File: src/rtl/eth_rx_pkg.sv
// Shared constants, state encoding and CRC helper for the RMII receive path.
package eth_rx_pkg;

    localparam int pMII_WIDTH = 2;

    localparam logic [2:0] pRX_IDLE     = 3'd0;
    localparam logic [2:0] pRX_PREAMBLE = 3'd1;
    localparam logic [2:0] pRX_HEADER   = 3'd2;
    localparam logic [2:0] pRX_DATA     = 3'd3;
    localparam logic [2:0] pRX_DONE     = 3'd4;
    localparam logic [2:0] pRX_DROP     = 3'd5;

    typedef enum logic [2:0] {
        RX_IDLE     = pRX_IDLE,
        RX_PREAMBLE = pRX_PREAMBLE,
        RX_HEADER   = pRX_HEADER,
        RX_DATA     = pRX_DATA,
        RX_DONE     = pRX_DONE,
        RX_DROP     = pRX_DROP
    } rx_state_t;

    localparam int pPREAMBLE_MIN = 8;
    localparam int pHDR_BYTES    = 14;
    localparam int pMIN_FRAME    = 64;

    // Header byte boundaries: dest occupies 0..5, src 6..11, Len/Type 12..13.
    localparam int pDEST_END = 6;
    localparam int pSRC_END  = 12;

    localparam logic [31:0] pCRC_INIT      = 32'hFFFF_FFFF;
    localparam logic [31:0] pCRC_POLY_REFL = 32'hEDB8_8320;
    localparam logic [31:0] pCRC_RESIDUE   = 32'hDEBB_20E3;

    localparam logic [1:0] pDIBIT_PRE = 2'b01;
    localparam logic [1:0] pDIBIT_SFD = 2'b11;

    // One byte of the reflected CRC-32, least significant bit first.
    function automatic logic [31:0] crc32_byte(input logic [31:0] crc,
                                               input logic [7:0]  data);
        logic [31:0] c;
        c = crc ^ {24'd0, data};
        for (int i = 0; i < 8; i++) begin
            if (c[0]) c = (c >> 1) ^ pCRC_POLY_REFL;
            else      c = c >> 1;
        end
        return c;
    endfunction

endpackage

File: src/rtl/eth_rx_crc_chk.sv
// Running CRC-32 over received bytes; flags the fixed residue left by a good FCS.
module eth_rx_crc_chk
    import eth_rx_pkg::*;
(
    input  logic       Clk,
    input  logic       Rst,
    input  logic       Init,
    input  logic       Byte_Rdy,
    input  logic [7:0] Byte,
    output logic       Residue_Ok
);

    logic [31:0] crc;

    // Restart on reset or SFD, otherwise fold in one byte per strobe.
    always_ff @(posedge Clk) begin
        if (Rst || Init) begin
            crc <= pCRC_INIT;
        end else if (Byte_Rdy) begin
            crc <= crc32_byte(crc, Byte);
        end
    end

    assign Residue_Ok = (crc == pCRC_RESIDUE);

endmodule

File: src/rtl/eth_rx.sv
// RMII Ethernet receiver: preamble/SFD hunt, header capture, payload delay line, FCS check.
module eth_rx
    import eth_rx_pkg::*;
(
    input  logic                  Clk,
    input  logic                  Rst,
    input  logic [pMII_WIDTH-1:0] Rxd,
    input  logic                  Crs_Dv,
    output logic [7:0]            Eth_Byte,
    output logic                  Eth_Byte_Valid,
    output logic [47:0]           Eth_Dest_Addr,
    output logic [47:0]           Eth_Src_Addr,
    output logic [15:0]           Eth_Len_Type,
    output logic                  Eth_Pkt_Done,
    output logic                  Eth_Crc_Ok,
    output logic                  Eth_Pkt_Err
);

    rx_state_t   state;
    rx_state_t   next_state;

    logic [4:0]  pre_cnt;
    logic [1:0]  dibit_cnt;
    logic [10:0] byte_cnt;
    logic [7:0]  shifter;
    logic [31:0] dline;
    logic [2:0]  fill_cnt;
    logic        after_rst;

    logic [7:0]  assembled;
    logic        in_frame;
    logic        byte_done;
    logic        sfd_seen;
    logic        residue_ok;

    assign assembled = {Rxd, shifter[7:2]};
    assign in_frame  = ((state == RX_HEADER) || (state == RX_DATA)) && Crs_Dv;
    assign byte_done = in_frame && (dibit_cnt == 2'd3);
    assign sfd_seen  = (state == RX_PREAMBLE) && Crs_Dv && (Rxd == pDIBIT_SFD) &&
                       (pre_cnt >= 5'(pPREAMBLE_MIN));

    eth_rx_crc_chk u_crc (
        .Clk        (Clk),
        .Rst        (Rst),
        .Init       (sfd_seen),
        .Byte_Rdy   (byte_done),
        .Byte       (assembled),
        .Residue_Ok (residue_ok)
    );

    // State register.
    always_ff @(posedge Clk) begin
        if (Rst) begin
            state <= RX_IDLE;
        end else begin
            state <= next_state;
        end
    end

    // Next-state decode; a carrier seen right after reset is the tail of an aborted frame.
    always_comb begin
        next_state = state;
        unique case (state)
            RX_IDLE: begin
                if (Crs_Dv) begin
                    if (after_rst)                next_state = RX_DROP;
                    else if (Rxd == pDIBIT_PRE)   next_state = RX_PREAMBLE;
                end
            end
            RX_PREAMBLE: begin
                if (!Crs_Dv)                      next_state = RX_DROP;
                else if (Rxd == pDIBIT_PRE)       next_state = RX_PREAMBLE;
                else if (sfd_seen)                next_state = RX_HEADER;
                else                              next_state = RX_DROP;
            end
            RX_HEADER: begin
                if (!Crs_Dv)                      next_state = RX_DONE;
                else if (byte_done && (byte_cnt == 11'(pHDR_BYTES - 1)))
                                                  next_state = RX_DATA;
            end
            RX_DATA: begin
                if (!Crs_Dv)                      next_state = RX_DONE;
            end
            RX_DONE: begin
                next_state = RX_IDLE;
            end
            RX_DROP: begin
                if (!Crs_Dv)                      next_state = RX_IDLE;
            end
            default: begin
                next_state = RX_IDLE;
            end
        endcase
    end

    // Remember that the previous cycle was in reset so a live carrier can be discarded.
    always_ff @(posedge Clk) begin
        if (Rst) begin
            after_rst <= 1'b1;
        end else begin
            after_rst <= 1'b0;
        end
    end

    // Count preamble dibits, saturating so long preambles cannot wrap below the minimum.
    always_ff @(posedge Clk) begin
        if (Rst) begin
            pre_cnt <= '0;
        end else if (state == RX_PREAMBLE) begin
            if (Crs_Dv && (Rxd == pDIBIT_PRE) && (pre_cnt != 5'd31)) begin
                pre_cnt <= pre_cnt + 5'd1;
            end
        end else begin
            pre_cnt <= '0;
        end
    end

    // Assemble dibits into bytes and count bytes from the first destination byte.
    always_ff @(posedge Clk) begin
        if (Rst) begin
            shifter   <= '0;
            dibit_cnt <= '0;
            byte_cnt  <= '0;
        end else if (sfd_seen) begin
            shifter   <= '0;
            dibit_cnt <= '0;
            byte_cnt  <= '0;
        end else if (in_frame) begin
            shifter   <= assembled;
            dibit_cnt <= dibit_cnt + 2'd1;
            if (byte_done && (byte_cnt != 11'd2047)) begin
                byte_cnt <= byte_cnt + 11'd1;
            end
        end
    end

    // Shift header bytes into the address and Len/Type registers, first byte ending up on top.
    always_ff @(posedge Clk) begin
        if (Rst) begin
            Eth_Dest_Addr <= '0;
            Eth_Src_Addr  <= '0;
            Eth_Len_Type  <= '0;
        end else if (byte_done && (state == RX_HEADER)) begin
            if (byte_cnt < 11'(pDEST_END)) begin
                Eth_Dest_Addr <= {Eth_Dest_Addr[39:0], assembled};
            end else if (byte_cnt < 11'(pSRC_END)) begin
                Eth_Src_Addr <= {Eth_Src_Addr[39:0], assembled};
            end else begin
                Eth_Len_Type <= {Eth_Len_Type[7:0], assembled};
            end
        end
    end

    // Four-byte delay line holds back the FCS; a byte only leaves once four newer ones exist.
    always_ff @(posedge Clk) begin
        if (Rst) begin
            dline          <= '0;
            fill_cnt       <= '0;
            Eth_Byte       <= '0;
            Eth_Byte_Valid <= 1'b0;
        end else begin
            Eth_Byte_Valid <= 1'b0;
            if (sfd_seen) begin
                dline    <= '0;
                fill_cnt <= '0;
            end else if (byte_done && (state == RX_DATA)) begin
                dline <= {dline[23:0], assembled};
                if (fill_cnt == 3'd4) begin
                    Eth_Byte       <= dline[31:24];
                    Eth_Byte_Valid <= 1'b1;
                end else begin
                    fill_cnt <= fill_cnt + 3'd1;
                end
            end
        end
    end

    // End-of-frame pulse with CRC verdict and error flag, produced as the FSM enters DONE.
    always_ff @(posedge Clk) begin
        if (Rst) begin
            Eth_Pkt_Done <= 1'b0;
            Eth_Crc_Ok   <= 1'b0;
            Eth_Pkt_Err  <= 1'b0;
        end else begin
            Eth_Pkt_Done <= 1'b0;
            Eth_Crc_Ok   <= 1'b0;
            Eth_Pkt_Err  <= 1'b0;
            if (((state == RX_HEADER) || (state == RX_DATA)) && !Crs_Dv) begin
                Eth_Pkt_Done <= 1'b1;
                Eth_Crc_Ok   <= residue_ok;
                Eth_Pkt_Err  <= (dibit_cnt != 2'd0) || (state == RX_HEADER) ||
                                (byte_cnt < 11'(pMIN_FRAME));
            end
        end
    end

endmodule

File: config.mk
export PLATFORM = sky130hd
export DESIGN_NAME = eth_rx
export DESIGN_NICKNAME = d
export VERILOG_FILES = /design/src/rtl/eth_rx_pkg.sv /design/src/rtl/eth_rx_crc_chk.sv /design/src/rtl/eth_rx.sv
export SDC_FILE = /design/constraint.sdc
export NUM_CORES = 1
export LEC_CHECK = 0
export BUFFER_PORTS_ARGS = -buffer_cell sky130_fd_sc_hd__buf_2
export CAP_MARGIN = 20
export CORE_UTILIZATION = 48
export CTS_CLUSTER_DIAMETER = 80
export DETAILED_ROUTE_END_ITERATION = 8
export MAX_ROUTING_LAYER = met4
export PLACE_DENSITY = 0.69
export SETUP_SLACK_MARGIN = 0.2
export SLEW_MARGIN = 20
export SYNTH_ARGS = -nofsm -noshare
export SYNTH_HDL_FRONTEND = slang
export SYNTH_SLANG_ARGS = --single-unit
File: constraint.sdc
create_clock -name Clk -period 3.3 [get_ports Clk]
set_input_delay 0.165 -clock Clk [delete_from_list [all_inputs] [get_ports Clk]]
set_output_delay 0.165 -clock Clk [all_outputs]
set_load 0.01 [all_outputs]
* After elaboration in Yosys (flattened, before gate mapping)
Index checks and enable logic that the tools add are counted.
** Cells by class
- Reduce and logical (&&, ||, !) cells :: 30
- Bitwise operators :: 16
- Eq/ne operators :: 17
- Muxes and demuxes :: 36
- $lt $le $gt $ge :: 4
- Add/subtract/negate cells :: 4
** Operators with widths (number)
- 32-bit two-way mux :: 22
- 13-bit inverter with 14-bit output :: 8
- 32-bit == test (second input constant) :: 1
- 32-bit by 8-bit bitwise XOR with 32-bit output :: 1
- 3-bit two-way mux :: 10
- 3-bit one-hot mux with 5 select lines :: 1
- 1-bit logical AND :: 12
- 11-bit by 1-bit adder with 11-bit output (second input constant) :: 1
- 11-bit by 4-bit == test with 1-bit output (second input constant) :: 1
- 11-bit by 3-bit < comparator with 1-bit output (second input constant) :: 1
- 11-bit by 4-bit < comparator with 1-bit output (second input constant) :: 1
- 11-bit by 7-bit < comparator with 1-bit output (second input constant) :: 1
- 11-bit != test (second input constant) :: 1
- 3-bit AND reduction :: 3
- 1-bit inverter :: 7
- 3-bit by 2-bit == test with 1-bit output (second input constant) :: 2
- 3-bit == test (second input constant) :: 2
- 2-bit != test (second input constant) :: 3
- 2-bit AND reduction :: 3
- 2-bit OR reduction :: 3
- 5-bit by 1-bit adder with 5-bit output (second input constant) :: 1
- 5-bit by 4-bit greater-or-equal comparator with 1-bit output (second input constant) :: 1
- 5-bit != test (second input constant) :: 1
- 5-bit AND reduction :: 1
- other kinds (13) :: 19
** Storage, ports and cells
- Register bits :: 221
- Output and inout bits :: 124
- Input bits :: 5

* Depth between registers and ports, before layout
- Depth in word-level cells :: 32
- Mapped depth :: 8

* Modules after synthesis
From an unflattened synthesis, not the netlist that was laid out.
** Second synthesis, totals
- Cell total of the unflattened synthesis :: 1047
- Area total of the unflattened synthesis :: 8869.8 um2
** By module, submodules not included
- eth_rx :: area each 6936.7 um2, seq. area each 3743.6 um2, instances 1, cells an instance 839
- eth_rx_crc_chk :: area each 1933.1 um2, seq. area each 640.6 um2, instances 1, cells an instance 208

* Worst setup path after synthesis
Ideal clock, no wire load.
- Path type :: register to register
- Start point :: register state[2]
- End point :: register Eth_Dest_Addr[0]
- Path buffers :: 3
- Data arrival time :: 1.848 ns
- Period minus slack after synthesis :: 1.981 ns
- Setup slack :: 1.319 ns
- Stages on the path, launching flop included :: 9
- Path through :: dfxtp_1 -> clkbuf_1 -> and4bb_2 -> nand4_1 -> or3b_2 -> buf_2 -> buf_2 -> nand2_1 -> a21oi_1
** Between the ends
- Cells in the longest elaborated chain, start to end :: 6
- Elaborated cells on any way between the ends :: 7
- Those cells by class :: eq/ne: 2; reduce/logical: 5
** Ends and longest elaborated chain
- from (decl) :: line eth_rx.sv:19 : rx_state_t state;
- from (signal assigned) :: line eth_rx.sv:56 : state <= next_state;
- 3-bit by 2-bit == test with 1-bit output (on tied branches) :: line eth_rx.sv:37, eth_rx.sv:143
- 1-bit logical OR :: line eth_rx.sv:37 : assign in_frame = ((state == RX_HEADER) || (state == RX_DATA)) && Crs_Dv;
- 1-bit logical AND :: line eth_rx.sv:37
- 1-bit logical AND :: line eth_rx.sv:38 : assign byte_done = in_frame && (dibit_cnt == 2'd3);
- 1-bit logical AND * :: line eth_rx.sv:143 : end else if (byte_done && (state == RX_HEADER)) begin
- 2-bit AND reduction (no source line) *
- to (signal assigned) :: line eth_rx.sv:145 : Eth_Dest_Addr <= {Eth_Dest_Addr[39:0], assembled};
- to (decl) :: line eth_rx.sv:11 : output logic [47:0] Eth_Dest_Addr,
Mark *: on every way between the ends. The rest lies on a longest branch, timed or not.
A chain may end at the register's enable or synchronous reset.

* Worst setup path after layout
- Start point :: register byte_cnt[4]
- End point :: register Eth_Dest_Addr[16]
** Between the ends
- Cells in the longest elaborated chain, start to end :: 2
** Ends and longest elaborated chain
- from (decl) :: line eth_rx.sv:24 : logic [10:0] byte_cnt;
- from (signal assigned) :: line eth_rx.sv:132 : byte_cnt <= byte_cnt + 11'd1;
- 11-bit by 3-bit < comparator with 1-bit output :: line eth_rx.sv:144 : if (byte_cnt < 11'(pDEST_END)) begin
- 2-bit AND reduction (no source line)
No other way between the ends.

==> metrics.txt <==
status=completed; final hold vios=0; synth unique cells=46; Hold Slack=0.0695 ns; via count=7014; FF+latch count, synth=219; CTS tree=built; GRT Max-Usage Layer=met2; first-pass GRT wire length=30.1 mm; Flop pwr share=between 40% and 50%; WP depth=5; Placed Instance Area=9530 sq um; Die W=about 140 microns; final setup margin=0.759 ns; worst setup path class=reg2reg; Top Ports=approximately 130; cell accounting for the most synthesized area=dfxtp_1; critical path cell sequence=nor4_1, nand4_1, or3b_2, nand2_1, a21oi_1; Chip Height=137 microns; most frequent cells in the layout=nand2_1, dfxtp_1, a21oi_1; Post-Syn Area per Cell=8.57 sq um; initial antenna violation count=0; CTS Buffer Depth=3; Synth Flop Type=dfxtp_1; top cell type's share of synthesized area=50.0%; clk root buf=clkbuf_16; crit path capture type=register; RSZ-0062 raised after global routing=no; M1 GR Usage=26.1%; DRT iter0 DRCs=453; Synth Instances=1024; Max Cap Violations=0; core area=18000 sq um; CTS Buf Count=23; Static Leak=4.31 nW; Synth Warn #=0; clock tree sinks=219; Post-Synth Simple-Gate Area=20.1%; drt wl/cell=13.9 microns; hpwl dp=between 10 and 15 mm; mapped cell area=about 8800 sq um; launching element type of the critical path=register; GRT Util Overall=around a fifth; number of cells in the finished layout apart from fillers=between 1k and 1.5k; Total Nets Final=1130; Tcrit/Tclk final=77.0%; GR Layer Usage met2=32.7%; total global routing overflow=0; Sw Ratio=around 22%; WHS Path Cells=3; Relative slew margins=26.9%; ant diodes=0; Post-CTS Setup Bufs=0; Synth area leaders=dfxtp_1, nand2_1, a21oi_1, xnor2_1, mux2i_1; internal power=4.24 mW; total chip power=between 5 and 6 mW; fraction of layout instances using a drive strength above 1=~17%; Syn-to-layout area delta=17.0%; Routed Wire Length=19.0 mm; largest net degree at the start of global routing=110; initial core utilization=48.8%; Post-Synth Adder-Cell Area=1.14%; most common cell after layout, fill and taps aside=nand2_1; placed cells=approximately 1.3k; Worst Clk Skew=0.0148 ns; sw power=1.22 mW; Pwr Density=532 nW/um^2; max-slew violations=0; vias in the first global route=6187; Placer Congestion=0.823; peak supply drop=0.000408 V; Worst-path clk slew=0.06 ns; Worst EP arrival=approximately 2.9 ns; Worst path top cell family by delay=simple AND/OR/NAND/NOR gates; Syn Nets=between 1k and 1.5k; Worst-Margin Slew=between 1 and 1.5 ns; worst stage delay on the critical path=0.91 ns; upper clock frequency limit=394 MHz; Post-Route Utilization=57.1%; Synth async-reset ratio=0%; DR vias/cell=5.16; IO buf count=128; worst min path class=in2reg; Skew-Pair Late Insertion Delay=0.51 ns; Comb power frac=5.6%; row count=49; final setup fails=0; Clk pwr share=between 40% and 50%; post-synthesis sequential area ratio=50.0%; worst reg-to-reg path cell count=5; crit path time final=2.54 ns; worst endpoint required time=about 3.6 ns; # DRC=0; largest family of logic cells by synthesized area=simple AND/OR/NAND/NOR gates; die area=18800 sq um; pre-CTS setup slack=0.826 ns; EDFF count, synth=0; Synth Area in Compound Gates=approximately 11%; ANT nets after route=0; Synth Area in XOR/XNOR=10.3%; first drt pass iteration count=7; post-route setup TNS=0 ns; WP buf/inv=0; worst-path fanout max=48; global-route track usage on met3=2.72%; mux cell area share after synthesis=under 10%; H-tree Lvls=1; slowest CP cell=or3b_2; Layout fillers=1640; Non-Filler Cell Area, Final=10300 sq um
## sequential cells by signal (all words and copies together) (netlist names)
| signal | cells |
|---|---|
| Eth_Dest_Addr | 48 |
| Eth_Src_Addr | 48 |
| dline | 32 |
| u_crc.crc | 32 |
| Eth_Len_Type | 16 |
| byte_cnt | 11 |
| Eth_Byte | 8 |
| shifter | 6 |
| pre_cnt | 5 |
| fill_cnt | 3 |
| state | 3 |
| dibit_cnt | 2 |
| Eth_Byte_Valid | 1 |
| Eth_Crc_Ok | 1 |
| Eth_Pkt_Done | 1 |
| Eth_Pkt_Err | 1 |
| after_rst | 1 |
## layer usage
| layer | part of all wire (%) | vias to the layer above |
|---|---|---|
| met5 | 0 | - |
| met4 | 2.1 | 0 |
| met3 | 4.5 | 32 |
| met2 | 46 | 149 |
| met1 | 48 | 3250 |
| li1 | - | 3583 |
## power groups by stage
stage | clock network, mW | logic, mW | registers, mW
global route | 2.60 | 0.338 | 2.71
finish | 2.44 | 0.307 | 2.71
global placement | 0 | 0.304 | 2.77
detailed placement | 0 | 0.306 | 2.77
CTS | 2.50 | 0.309 | 2.71
floorplan | 0 | 0.277 | 2.73
## logic make-up (layout without fill, tap and decap cells)
| family | Yosys count | count (layout) |
|---|---|---|
| adder cells (fa/ha/maj) | 8 | 8 |
| flip-flops | 219 | 219 |
| AND/OR/NAND/NOR | 422 | 422 |
| XOR/XNOR | 87 | 87 |
| buffers and inverters | 78 | 184 |
| multiplexers | 34 | 34 |
| AO/OA/AOI/OAI | 176 | 176 |
## final timing paths
path / end / slack, ns / start
max: Eth_Dest_Addr[16]$_SDFFE_PP0P_ / 0.76 / byte_cnt[4]$_SDFFE_PP0P_
min: Eth_Src_Addr[6]$_SDFFE_PP0P_ / 0.07 / Rxd[0]
max reg2reg: Eth_Dest_Addr[16]$_SDFFE_PP0P_ / 0.76 / byte_cnt[4]$_SDFFE_PP0P_
min reg2reg: dline[14]$_SDFFE_PP0P_ / 0.45 / dline[6]$_SDFFE_PP0P_
## worst min-delay path, stage by stage
cell	delay, ns
buf_2	0.21
nand2_1	0.10
a21oi_1	0.05
## cell type report
class	count	area, sq um	area share (%)
Tap cell	229	287	2.79
Sequential cell	219	4380	42.7
Timing Repair Buffer	139	741	7.22
Clock buffer	33	693	6.75
Multi-Input combinational cell	727	4100	40.0
Inverter	7	26.3	0.256
Clock inverter	5	31.3	0.305
## repair_timing
action                    in CTS  in global routing
hold buffers                   1                  0
resized for setup              0                  0
hold endpoints to repair      16                  0
## cells in the mapped netlist (2+ instances only)
cell type	number
buf_2	13
and3_1	4
mux2i_1	34
o211ai_1	29
nor2b_1	3
xor2_1	24
o21ai_1	2
xor2_4	2
clkbuf_1	53
inv_1	7
nand4_1	12
xor2_2	2
dfxtp_1	219
nor2_1	57
and4b_1	2
o21ai_0	2
nor4_1	7
or4b_2	3
nand3_1	14
nor3_1	8
xnor2_1	49
ha_1	8
buf_1	4
xnor2_2	8
nand2_1	301
nand4b_1	2
a21oi_1	135
nand2b_1	2
Power figures use the tool's default switching activity.
